<file path="src/rtl/rom_dl_router_if.sv">
// Signal bundle between hps_io ioctl, the ROM download router and the per-region ROM stores.
interface rom_dl_router_if #(
  parameter int unsigned NREG = 4,
  parameter int unsigned AW   = 25
);
  logic            ioctl_download;
  logic [7:0]      ioctl_index;
  logic            ioctl_wr;
  logic [AW-1:0]   ioctl_addr;
  logic [7:0]      ioctl_dout;
  logic            ioctl_wait;
  logic [AW-1:0]   out_addr;
  logic [7:0]      out_data;
  logic [NREG-1:0] rgn_we;
  logic [NREG-1:0] rgn_req;
  logic [NREG-1:0] rgn_ack;
  logic            loaded;
  logic            oob;
  logic            ovf;

  // master: hps_io plus ROM stores; slave: the router
  modport master (
    output ioctl_download, ioctl_index, ioctl_wr, ioctl_addr, ioctl_dout, rgn_ack,
    input  ioctl_wait, out_addr, out_data, rgn_we, rgn_req, loaded, oob, ovf
  );
  modport slave (
    input  ioctl_download, ioctl_index, ioctl_wr, ioctl_addr, ioctl_dout, rgn_ack,
    output ioctl_wait, out_addr, out_data, rgn_we, rgn_req, loaded, oob, ovf
  );
endinterface

</file>
<file path="src/rtl/rom_dl_router.sv">
// ROM download router: decodes ioctl bytes into regions, rebases the address and
// delivers each byte as a BRAM strobe or a toggle req/ack transfer, with a one-entry skid.
module rom_dl_router #(
  parameter int unsigned        NREG   = 4,
  parameter int unsigned        AW     = 25,
  parameter logic [7:0]         INDEX  = 8'd0,
  parameter logic [NREG*AW-1:0] BASE   = {25'h32000, 25'h12000, 25'h0E000, 25'h00000},
  parameter logic [NREG*AW-1:0] SIZE   = {25'h08000, 25'h20000, 25'h04000, 25'h0E000},
  parameter logic [NREG-1:0]    HSMASK = 4'b0110
) (
  input logic            clk_sys,
  input logic            reset,
  rom_dl_router_if.slave bus
);
  localparam int unsigned RW = (NREG > 1) ? $clog2(NREG) : 1;

  typedef enum logic [0:0] {IDLE, WAIT_ACK} state_t;

  state_t          state, state_d;
  logic [RW-1:0]   cur, cur_d;
  logic            skid_vld, skid_vld_d;
  logic [AW-1:0]   skid_off, skid_off_d;
  logic [7:0]      skid_data, skid_data_d;
  logic [RW-1:0]   skid_rgn, skid_rgn_d;
  logic [AW-1:0]   out_addr_q, out_addr_d;
  logic [7:0]      out_data_q, out_data_d;
  logic [NREG-1:0] we_q, we_d;
  logic [NREG-1:0] req_q, req_d;
  logic            wait_q, wait_d;
  logic            loaded_q, loaded_d;
  logic            oob_q, oob_d;
  logic            ovf_q, ovf_d;
  logic            dl_q;
  logic            seen_q, seen_d;

  logic            dl_act, acc, acc_hit, dl_rise, free;
  logic            in_hit;
  logic [RW-1:0]   in_rgn;
  logic [AW-1:0]   in_off;
  logic [AW:0]     lo, hi, a_ext;
  logic            iss, push;
  logic [RW-1:0]   iss_rgn;
  logic [AW-1:0]   iss_off;
  logic [7:0]      iss_data;

  assign dl_act  = bus.ioctl_download && (bus.ioctl_index == INDEX);
  assign acc     = dl_act && bus.ioctl_wr;
  assign acc_hit = acc && in_hit;
  assign dl_rise = dl_act && !dl_q;

  // Lowest matching region wins; AW+1-bit bounds so BASE+SIZE cannot wrap
  always_comb begin
    in_hit = 1'b0;
    in_rgn = '0;
    in_off = '0;
    lo     = '0;
    hi     = '0;
    a_ext  = {1'b0, bus.ioctl_addr};
    for (int i = 0; i < int'(NREG); i++) begin
      lo = {1'b0, BASE[i*AW +: AW]};
      hi = lo + {1'b0, SIZE[i*AW +: AW]};
      if (!in_hit && (a_ext >= lo) && (a_ext < hi)) begin
        in_hit = 1'b1;
        in_rgn = RW'(i);
        in_off = bus.ioctl_addr - BASE[i*AW +: AW];
      end
    end
  end

  always_comb begin
    state_d     = state;
    cur_d       = cur;
    skid_vld_d  = skid_vld;
    skid_off_d  = skid_off;
    skid_data_d = skid_data;
    skid_rgn_d  = skid_rgn;
    out_addr_d  = out_addr_q;
    out_data_d  = out_data_q;
    we_d        = '0;
    req_d       = req_q;
    loaded_d    = loaded_q;
    oob_d       = oob_q;
    ovf_d       = ovf_q;
    seen_d      = seen_q;
    iss         = 1'b0;
    push        = 1'b0;
    iss_rgn     = in_rgn;
    iss_off     = in_off;
    iss_data    = bus.ioctl_dout;
    free        = (state == IDLE) || (bus.rgn_ack[cur] == req_q[cur]);

    if (dl_rise) begin
      seen_d   = 1'b1;
      loaded_d = 1'b0;
      oob_d    = 1'b0;
      ovf_d    = 1'b0;
    end
    if (acc && !in_hit) oob_d = 1'b1;

    // The skid entry always goes ahead of a fresh byte to keep order
    if (free && skid_vld) begin
      iss        = 1'b1;
      iss_rgn    = skid_rgn;
      iss_off    = skid_off;
      iss_data   = skid_data;
      skid_vld_d = 1'b0;
      push       = acc_hit;
    end else if (state == IDLE) begin
      iss = acc_hit;
    end else if (free) begin
      state_d = IDLE;
      push    = acc_hit;
    end else if (acc_hit) begin
      if (skid_vld) ovf_d = 1'b1;
      else          push  = 1'b1;
    end

    if (push) begin
      skid_vld_d  = 1'b1;
      skid_off_d  = in_off;
      skid_data_d = bus.ioctl_dout;
      skid_rgn_d  = in_rgn;
    end

    if (iss) begin
      out_addr_d = iss_off;
      out_data_d = iss_data;
      if (HSMASK[iss_rgn]) begin
        req_d[iss_rgn] = ~req_q[iss_rgn];
        cur_d          = iss_rgn;
        state_d        = WAIT_ACK;
      end else begin
        we_d[iss_rgn] = 1'b1;
        state_d       = IDLE;
      end
    end

    wait_d = (state_d == WAIT_ACK);

    // loaded waits for the download to fall and every byte to drain
    if (seen_d && !dl_act && (state_d == IDLE) && !skid_vld_d) begin
      loaded_d = 1'b1;
      seen_d   = 1'b0;
    end
  end

  always_ff @(posedge clk_sys or posedge reset) begin
    if (reset) begin
      state      <= IDLE;
      cur        <= '0;
      skid_vld   <= 1'b0;
      skid_off   <= '0;
      skid_data  <= '0;
      skid_rgn   <= '0;
      out_addr_q <= '0;
      out_data_q <= '0;
      we_q       <= '0;
      req_q      <= '0;
      wait_q     <= 1'b0;
      loaded_q   <= 1'b0;
      oob_q      <= 1'b0;
      ovf_q      <= 1'b0;
      dl_q       <= 1'b0;
      seen_q     <= 1'b0;
    end else begin
      state      <= state_d;
      cur        <= cur_d;
      skid_vld   <= skid_vld_d;
      skid_off   <= skid_off_d;
      skid_data  <= skid_data_d;
      skid_rgn   <= skid_rgn_d;
      out_addr_q <= out_addr_d;
      out_data_q <= out_data_d;
      we_q       <= we_d;
      req_q      <= req_d;
      wait_q     <= wait_d;
      loaded_q   <= loaded_d;
      oob_q      <= oob_d;
      ovf_q      <= ovf_d;
      dl_q       <= dl_act;
      seen_q     <= seen_d;
    end
  end

  assign bus.ioctl_wait = wait_q;
  assign bus.out_addr   = out_addr_q;
  assign bus.out_data   = out_data_q;
  assign bus.rgn_we     = we_q;
  assign bus.rgn_req    = req_q;
  assign bus.loaded     = loaded_q;
  assign bus.oob        = oob_q;
  assign bus.ovf        = ovf_q;
endmodule

</file>
<file path="src/flat_wrapper.sv">
// flat-port wrapper written by rule: the top's interface ports become plain ports
module rom_dl_router_flat 
#(
  parameter int unsigned        NREG   = 4,
  parameter int unsigned        AW     = 25,
  parameter logic [7:0]         INDEX  = 8'd0,
  parameter logic [NREG*AW-1:0] BASE   = {25'h32000, 25'h12000, 25'h0E000, 25'h00000},
  parameter logic [NREG*AW-1:0] SIZE   = {25'h08000, 25'h20000, 25'h04000, 25'h0E000},
  parameter logic [NREG-1:0]    HSMASK = 4'b0110
)
  (clk_sys, reset, bus_ioctl_download, bus_ioctl_index, bus_ioctl_wr, bus_ioctl_addr, bus_ioctl_dout, bus_rgn_ack, bus_ioctl_wait, bus_out_addr, bus_out_data, bus_rgn_we, bus_rgn_req, bus_loaded, bus_oob, bus_ovf);
  rom_dl_router_if #(.NREG(NREG), .AW(AW)) bus_i ();
  input logic clk_sys;
  input logic reset;
  input wire logic [$bits(bus_i.ioctl_download)-1:0] bus_ioctl_download;
  input wire logic [$bits(bus_i.ioctl_index)-1:0] bus_ioctl_index;
  input wire logic [$bits(bus_i.ioctl_wr)-1:0] bus_ioctl_wr;
  input wire logic [$bits(bus_i.ioctl_addr)-1:0] bus_ioctl_addr;
  input wire logic [$bits(bus_i.ioctl_dout)-1:0] bus_ioctl_dout;
  input wire logic [$bits(bus_i.rgn_ack)-1:0] bus_rgn_ack;
  output wire logic [$bits(bus_i.ioctl_wait)-1:0] bus_ioctl_wait;
  output wire logic [$bits(bus_i.out_addr)-1:0] bus_out_addr;
  output wire logic [$bits(bus_i.out_data)-1:0] bus_out_data;
  output wire logic [$bits(bus_i.rgn_we)-1:0] bus_rgn_we;
  output wire logic [$bits(bus_i.rgn_req)-1:0] bus_rgn_req;
  output wire logic [$bits(bus_i.loaded)-1:0] bus_loaded;
  output wire logic [$bits(bus_i.oob)-1:0] bus_oob;
  output wire logic [$bits(bus_i.ovf)-1:0] bus_ovf;
  assign bus_i.ioctl_download = bus_ioctl_download;
  assign bus_i.ioctl_index = bus_ioctl_index;
  assign bus_i.ioctl_wr = bus_ioctl_wr;
  assign bus_i.ioctl_addr = bus_ioctl_addr;
  assign bus_i.ioctl_dout = bus_ioctl_dout;
  assign bus_i.rgn_ack = bus_rgn_ack;
  assign bus_ioctl_wait = bus_i.ioctl_wait;
  assign bus_out_addr = bus_i.out_addr;
  assign bus_out_data = bus_i.out_data;
  assign bus_rgn_we = bus_i.rgn_we;
  assign bus_rgn_req = bus_i.rgn_req;
  assign bus_loaded = bus_i.loaded;
  assign bus_oob = bus_i.oob;
  assign bus_ovf = bus_i.ovf;
  rom_dl_router #(.NREG(NREG), .AW(AW), .INDEX(INDEX), .BASE(BASE), .SIZE(SIZE), .HSMASK(HSMASK)) u_core (.clk_sys(clk_sys), .reset(reset), .bus(bus_i));
endmodule
</file>
<file path="config.mk">
export PLATFORM = sky130hd
export DESIGN_NAME = rom_dl_router_flat
export DESIGN_NICKNAME = d
export VERILOG_FILES = /design/src/rtl/rom_dl_router_if.sv /design/src/rtl/rom_dl_router.sv /design/src/flat_wrapper.sv
export SDC_FILE = /design/constraint.sdc
export NUM_CORES = 1
export LEC_CHECK = 0
export ABC_AREA = 1
export CAP_MARGIN = 20
export CORE_MARGIN = 3
export CORE_UTILIZATION = 38
export DETAILED_ROUTE_END_ITERATION = 8
export PLACE_DENSITY = 0.7
export SLEW_MARGIN = 40
export SYNTH_ARGS = -nofsm -noshare
export SYNTH_HDL_FRONTEND = slang
export SYNTH_SLANG_ARGS = --single-unit
</file>
<file path="constraint.sdc">
create_clock -name clk_sys -period 3.9 [get_ports clk_sys]
set_input_delay 0.585 -clock clk_sys [delete_from_list [all_inputs] [get_ports clk_sys]]
set_output_delay 0.585 -clock clk_sys [all_outputs]
set_load 0.01 [all_outputs]
</file>
# Yosys cells after proc, flatten, opt, wreduce, memory -nomap -nowiden
# Index checks and enable logic that the tools add are counted.
# word_totals
elab_cells	112
regBits	85
# classes
magnitude_cmp	10
n_addsub	3
n_mux	52
reduce_logical	28
bitwise	3
eq_ne	1
# ops
cell	n
$mux 25	5
$lt 25x18->1 const B	2
$mux 1	35
$ge 25x16->1 const B	1
$ge 25x17->1 const B	1
$ge 25x18->1 const B	1
$lt 25x16->1 const B	1
$lt 25x17->1 const B	1
$sub 25x16->25 const B	1
$sub 25x17->25 const B	1
$sub 25x18->25 const B	1
$logic_and 1x1->1	16
$bmux 1 s2	4
$logic_not 8->1	1
$mux 4	2
$mux 8	1
$logic_not 1->1	7
$lt 2x3->1 const B	2
$mux 2	3
$bwmux 4	1
$reduce_bool 2->1	2
$not 1->1	3
$demux 1 s2	1
$ge 2x1->1 const B	1
other kinds (3)	3

# Logic depth before layout (Yosys ltp)
# depth
word_depth	23
ltp_mapped	16
mapped_depth_nobuf	16

# Worst setup path before layout
# Ideal clock, no wire load.
# synth_path
path_kind	input -> register
startpoint	in bus_ioctl_addr[13]
endpoint	reg u_core.seen_q
t_arrival_ps	2271
path_slack_ps	1516
setup_ps	113
stages	16
cell_sequence	inv_1 ha_1 nand2_1 nand2_1 nor2_1 nand3_1 nand2_1 inv_1 nand2_1 nand2_1 ha_1 nand2_2 buf_6 nand4_1 nand2_1 inv_1
# synth_via
elab_chain_cells	23
word_cells_on_any_way	41
classes_between	7 x order compare; 20 x mux; 1 x bitwise; 13 x reduce/logical
# synth_lines
element	line_no	source
start, declared	flat_wrapper.sv:18	input wire logic [$bits(bus_i.ioctl_addr)-1:0] bus_ioctl_addr;
$lt 25x16->1	rom_dl_router.sv:62	if (!in_hit && (a_ext >= lo) && (a_ext < hi)) begin
$mux 1	rom_dl_router.sv:62	
$logic_not 1->1	rom_dl_router.sv:62	
$logic_and 1x1->1 (2 in series)	rom_dl_router.sv:62	
$mux 1	rom_dl_router.sv:62	
$logic_not 1->1	rom_dl_router.sv:62	
$logic_and 1x1->1 (2 in series)	rom_dl_router.sv:62	
$mux 1	rom_dl_router.sv:62	
[6 not listed]	--	
$mux 1, on equally long branches	rom_dl_router.sv:128, rom_dl_router.sv:110	
$mux 1, on equally long branches	rom_dl_router.sv:128, rom_dl_router.sv:108	
$mux 1, on equally long branches	rom_dl_router.sv:125, rom_dl_router.sv:101	
$not 1->1 or $mux 1 (tied branches)	rom_dl_router.sv:141, rom_dl_router.sv:118	
$logic_and 1x1->1 or $logic_not 1->1 (tied branches)	rom_dl_router.sv:141	if (seen_d && !dl_act && (state_d == IDLE) && !skid_vld_d) begin
$logic_and 1x1->1 (*)	rom_dl_router.sv:141	
$mux 1 (*)	rom_dl_router.sv:141	
via u_core.seen_d	rom_dl_router.sv:34	logic seen_q, seen_d;
end signal, assigned	rom_dl_router.sv:181	seen_q <= seen_d;
end, declared	rom_dl_router.sv:34	
# Mark *: on every way through the listed nets, which the timed path passes. The rest lies on a longest branch. The select of a mux whose other input is x is not followed.
# A chain may end at the register's enable or synchronous reset.

# Worst setup path in the final report
# Same ends and word-level chain as after synthesis.

==> flow_summary.ini <==
[synthesis]
seq_area_frac_synth_pct = 54.3
ys.warnings.count = 0
synthesis.area_per_instance_um2 = 8.18
synth_largest_area_cell = dfrtp_1
net_count_synth = 534
netlist-cell-type-count = 28
yosys_register_bits = 85
synth_area_um2 = 3920
yosys.area.top_type_share_pct = 54.3
post_synth_main_area_contributors = dfrtp_1 (54%), nand2_1 (14%), nor2_1 (6.2%)
synthesis.instances = 479

[clock_network]
cts_hold_repair.buffers = 0
clk_transition_reported_paths_ps = 80
cts_inserted_buffers = 9
clock-sinks = 85
max-clock-path-buffers = 2
cts_repair_resized_insts = 0
clock_tree_from_tritoncts = yes
clkLatencyLatePin_ps = 350
cts.root.buffer_cell = clkbuf_8
cts_max_level = 3
postCtsSetupRepairBufs = 0

[worst_setup_path]
crit_path_start_kind = input pin
timing.reg2reg.setup_slack_ps = 1360
crit-reg2reg-capture = u_core.seen_q$_DFF_PP0_
timing.reg2reg.worst_path_depth = 15
crit_slowest_cell = clkdlybuf4s50_1
worstSetupPathType = input pin to flip-flop
path_common_cell = nand2_1
r2r-start = u_core.bus.rgn_req[1]$_DFFE_PP0P_
max_stage_delay_ps = 500
cp_data_arrival_time_ps = 3100
worst_ep_required_time_ps = 4150
worst-path-max-fanout = 14
crit_path_end_kind = flip-flop
worstPathCellList = clkdlybuf4s50_1 -> inv_1 -> ha_1 -> nand2_1 -> nand2_1 -> nor2_1 -> nand3_1 -> nand2_1 -> inv_1 -> nand2_1 -> nand2_1 -> ha_1 -> nand2_2 -> nand4_1 -> nand2_1 -> inv_1

[drt]
routed-via-count = 3416
postRouteAntennaNets = 0
routed_wire_length_per_instance_um = 12.9
drt_pre_antenna_iters = 4
detail_route.vias_per_cell = 4.80
finalWirelength_mm = 9.21
drc = 0
number_of_drc_violations_after_detailed_routing_iteration_0 = 173

[sta]
timing.slew.headroom_pct = 67.6
setup-tns-final_ps = 0
rsz0062_at_grt = no
hold_violations = 0
final_period_demand_of_the_worst_path_ps = 2850
setup-violations-final = 0
worstMarginPinSlew_ps = 487
timing.fmax_mhz = 351
fin_crit_sh_pct = 73.1
slew_violations = 0
worst_clock_skew_ps = 10.5

[placement]
hpwl_mm = 6.68
gpl.final_weighted_congestion = 0.864
placement.io_buffers = 93

[layout]
share_of_the_core_filled_with_cells_in_the_final_layout_pct = 53.0
nFillCells = 932
drive_gt1_share_pct = 7.25
num_antenna_cells = 0
area.growth.synth_to_final_pct = 33.9
fin_nets = 629

[power_and_ir_drop]
power_leakage_nw = 2.51
power_report.internal_total_mw = 1.44
power.ir.vdd_worst_mv = 0.199
swShare_pct = 20.8
switching_power_mw = 0.379
p_seq_share_pct = 48.9
clkPwrFrac_pct = 44.3
power.combinational.fraction_pct = 6.8
report.power.total_mw = 1.82
power_density_nw_per_um2 = 347

[job]
cap_viol_max_count = 0

[floorplanning]
io_pins = 94
core-area_um2 = 9910
core.rowCount = 36
die_h_um = 108
die_area_um2 = 11600
initial_util_pct = 39.6
horizontal_die_dimension_um = 108

[status]
status = finished clean

[grt]
grt_pass1_vias = 3317
grt_util_all_layers_pct = 16.3
antenna_found_initial = 0
maximum_number_of_pins_on_one_net_before_global_route_repair = 57
grt_first_pass_wirelength_mm = 15.2
gr-total-overflow = 0

[hold_path]
holdPathEnd = u_core.skid_data[5]$_DFFE_PP0P_
hold_path_class = flip-flop to flip-flop
hold_depth = 2
hold_path.startpoint = u_core.skid_data[5]$_DFFE_PP0P_
## through the flow
stage | hold WS [ps] | setup slack [ps] | cell area [um2] | std cells
2_1_floorplan | 449 | 1120 | 3920 | 479
3_3_place_gp | 462 | 853 | 4980 | 696
3_5_place_dp | 469 | 725 | 4990 | 696
4_1_cts | 487 | 1100 | 5250 | 712
5_1_grt | 512 | 811 | 5250 | 712
6_report | 489 | 1050 | 5250 | 712
## logic make-up after synthesis
family | Yosys count | synth area share (%)
DFF | 85 | 54.3
buffers and inverters | 63 | 6.64
xor gates and xnor gates | 4 | 0.894
AOI/OAI and AO/OA | 65 | 9.64
and+or+nand+nor | 256 | 26.7
adders and majority gates | 6 | 1.92
## power groups by stage
stage	Clock, mW	Combinational (mW)	Sequential, mW
global placement	0	0.123	0.908
finish	0.808	0.124	0.890
CTS	0.823	0.126	0.890
detailed placement	0	0.125	0.908
global route	0.853	0.138	0.891
floorplan	0	0.0412	0.911
## worst max-delay path, delay by kind of cell
kind	cells	cell delay, ps
buf+inv	4	690
simple gates	10	1220
fa+ha+maj	2	590
## layout make-up
type	instances	area [um2]	area share, %
Clock buffer	10	128	2.43
Clock inverter	6	135	2.57
Multi-Input combinational cell	331	1530	29.2
Inverter	48	185	3.53
Sequential cell	85	2130	40.5
Tap cell	133	166	3.17
Timing Repair Buffer	99	976	18.6
## worst max-delay path by stage
stage | from | end | slack (ps)
3_5_place_dp | bus_ioctl_addr[13] | u_core.seen_q$_DFF_PP0_ | 720
5_1_grt | bus_ioctl_addr[13] | u_core.bus.rgn_req[3]$_DFFE_PP0P_ | 810
3_3_place_gp | bus_ioctl_addr[13] | u_core.seen_q$_DFF_PP0_ | 850
6_report | bus_ioctl_addr[13] | u_core.seen_q$_DFF_PP0_ | 1050
4_1_cts | bus_ioctl_addr[13] | u_core.seen_q$_DFF_PP0_ | 1100
2_1_floorplan | reset | u_core.bus.loaded$_DFFE_PP0P_ | 1120
## Yosys cell counts
master	instances
a21oi_1	1
a22oi_1	1
a31oi_1	1
buf_2	7
buf_4	2
buf_6	1
clkbuf_1	5
dfrtp_1	85
ha_1	6
inv_1	41
inv_2	7
nand2_1	145
nand2_2	5
nand3_1	30
nand3_2	1
nand4_1	2
nor2_1	65
nor2_2	4
nor2_4	1
nor3_1	2
o211ai_1	3
o21a_1	1
o21ai_0	25
o21ai_1	10
o21ai_4	1
o22ai_1	22
or2_2	1
xor2_1	4
## layer usage
metal | part of all wire (%) | up-vias | global-route usage [%]
met5 | 0 | - | 0
met4 | 1.6 | 0 | 5.59
met3 | 5.2 | 14 | 3.06
met2 | 46 | 79 | 26.7
met1 | 47 | 1606 | 21.8
li1 | - | 1717 | -
## layout by cell type, fill, tap and decap left out, drive strengths merged, types with 3 or more instances in the layout
| cell type | count |
|---|---|
| bufinv | 4 |
| nor2 | 70 |
| ha | 6 |
| buf | 6 |
| clkbuf | 10 |
| o211ai | 3 |
| clkdlybuf4s50 | 93 |
| nand2 | 150 |
| nand3 | 31 |
| o22ai | 22 |
| o21ai | 36 |
| inv | 47 |
| xor2 | 4 |
| dfrtp | 85 |
## registers in the layout (all words and copies together), names as in the netlist
signal and count:
u_core.bus.oob 1, u_core.skid_data 8, u_core.bus.out_data 8, u_core.cur 2, u_core.seen_q 1, u_core.bus.rgn_req 4, u_core.bus.loaded 1, u_core.bus.rgn_we 4
u_core.state 1, u_core.skid_off 25, u_core.bus.out_addr 25, u_core.skid_vld 1, u_core.dl_q 1, u_core.skid_rgn 2, u_core.bus.ovf 1
Power figures use the tool's default switching activity.
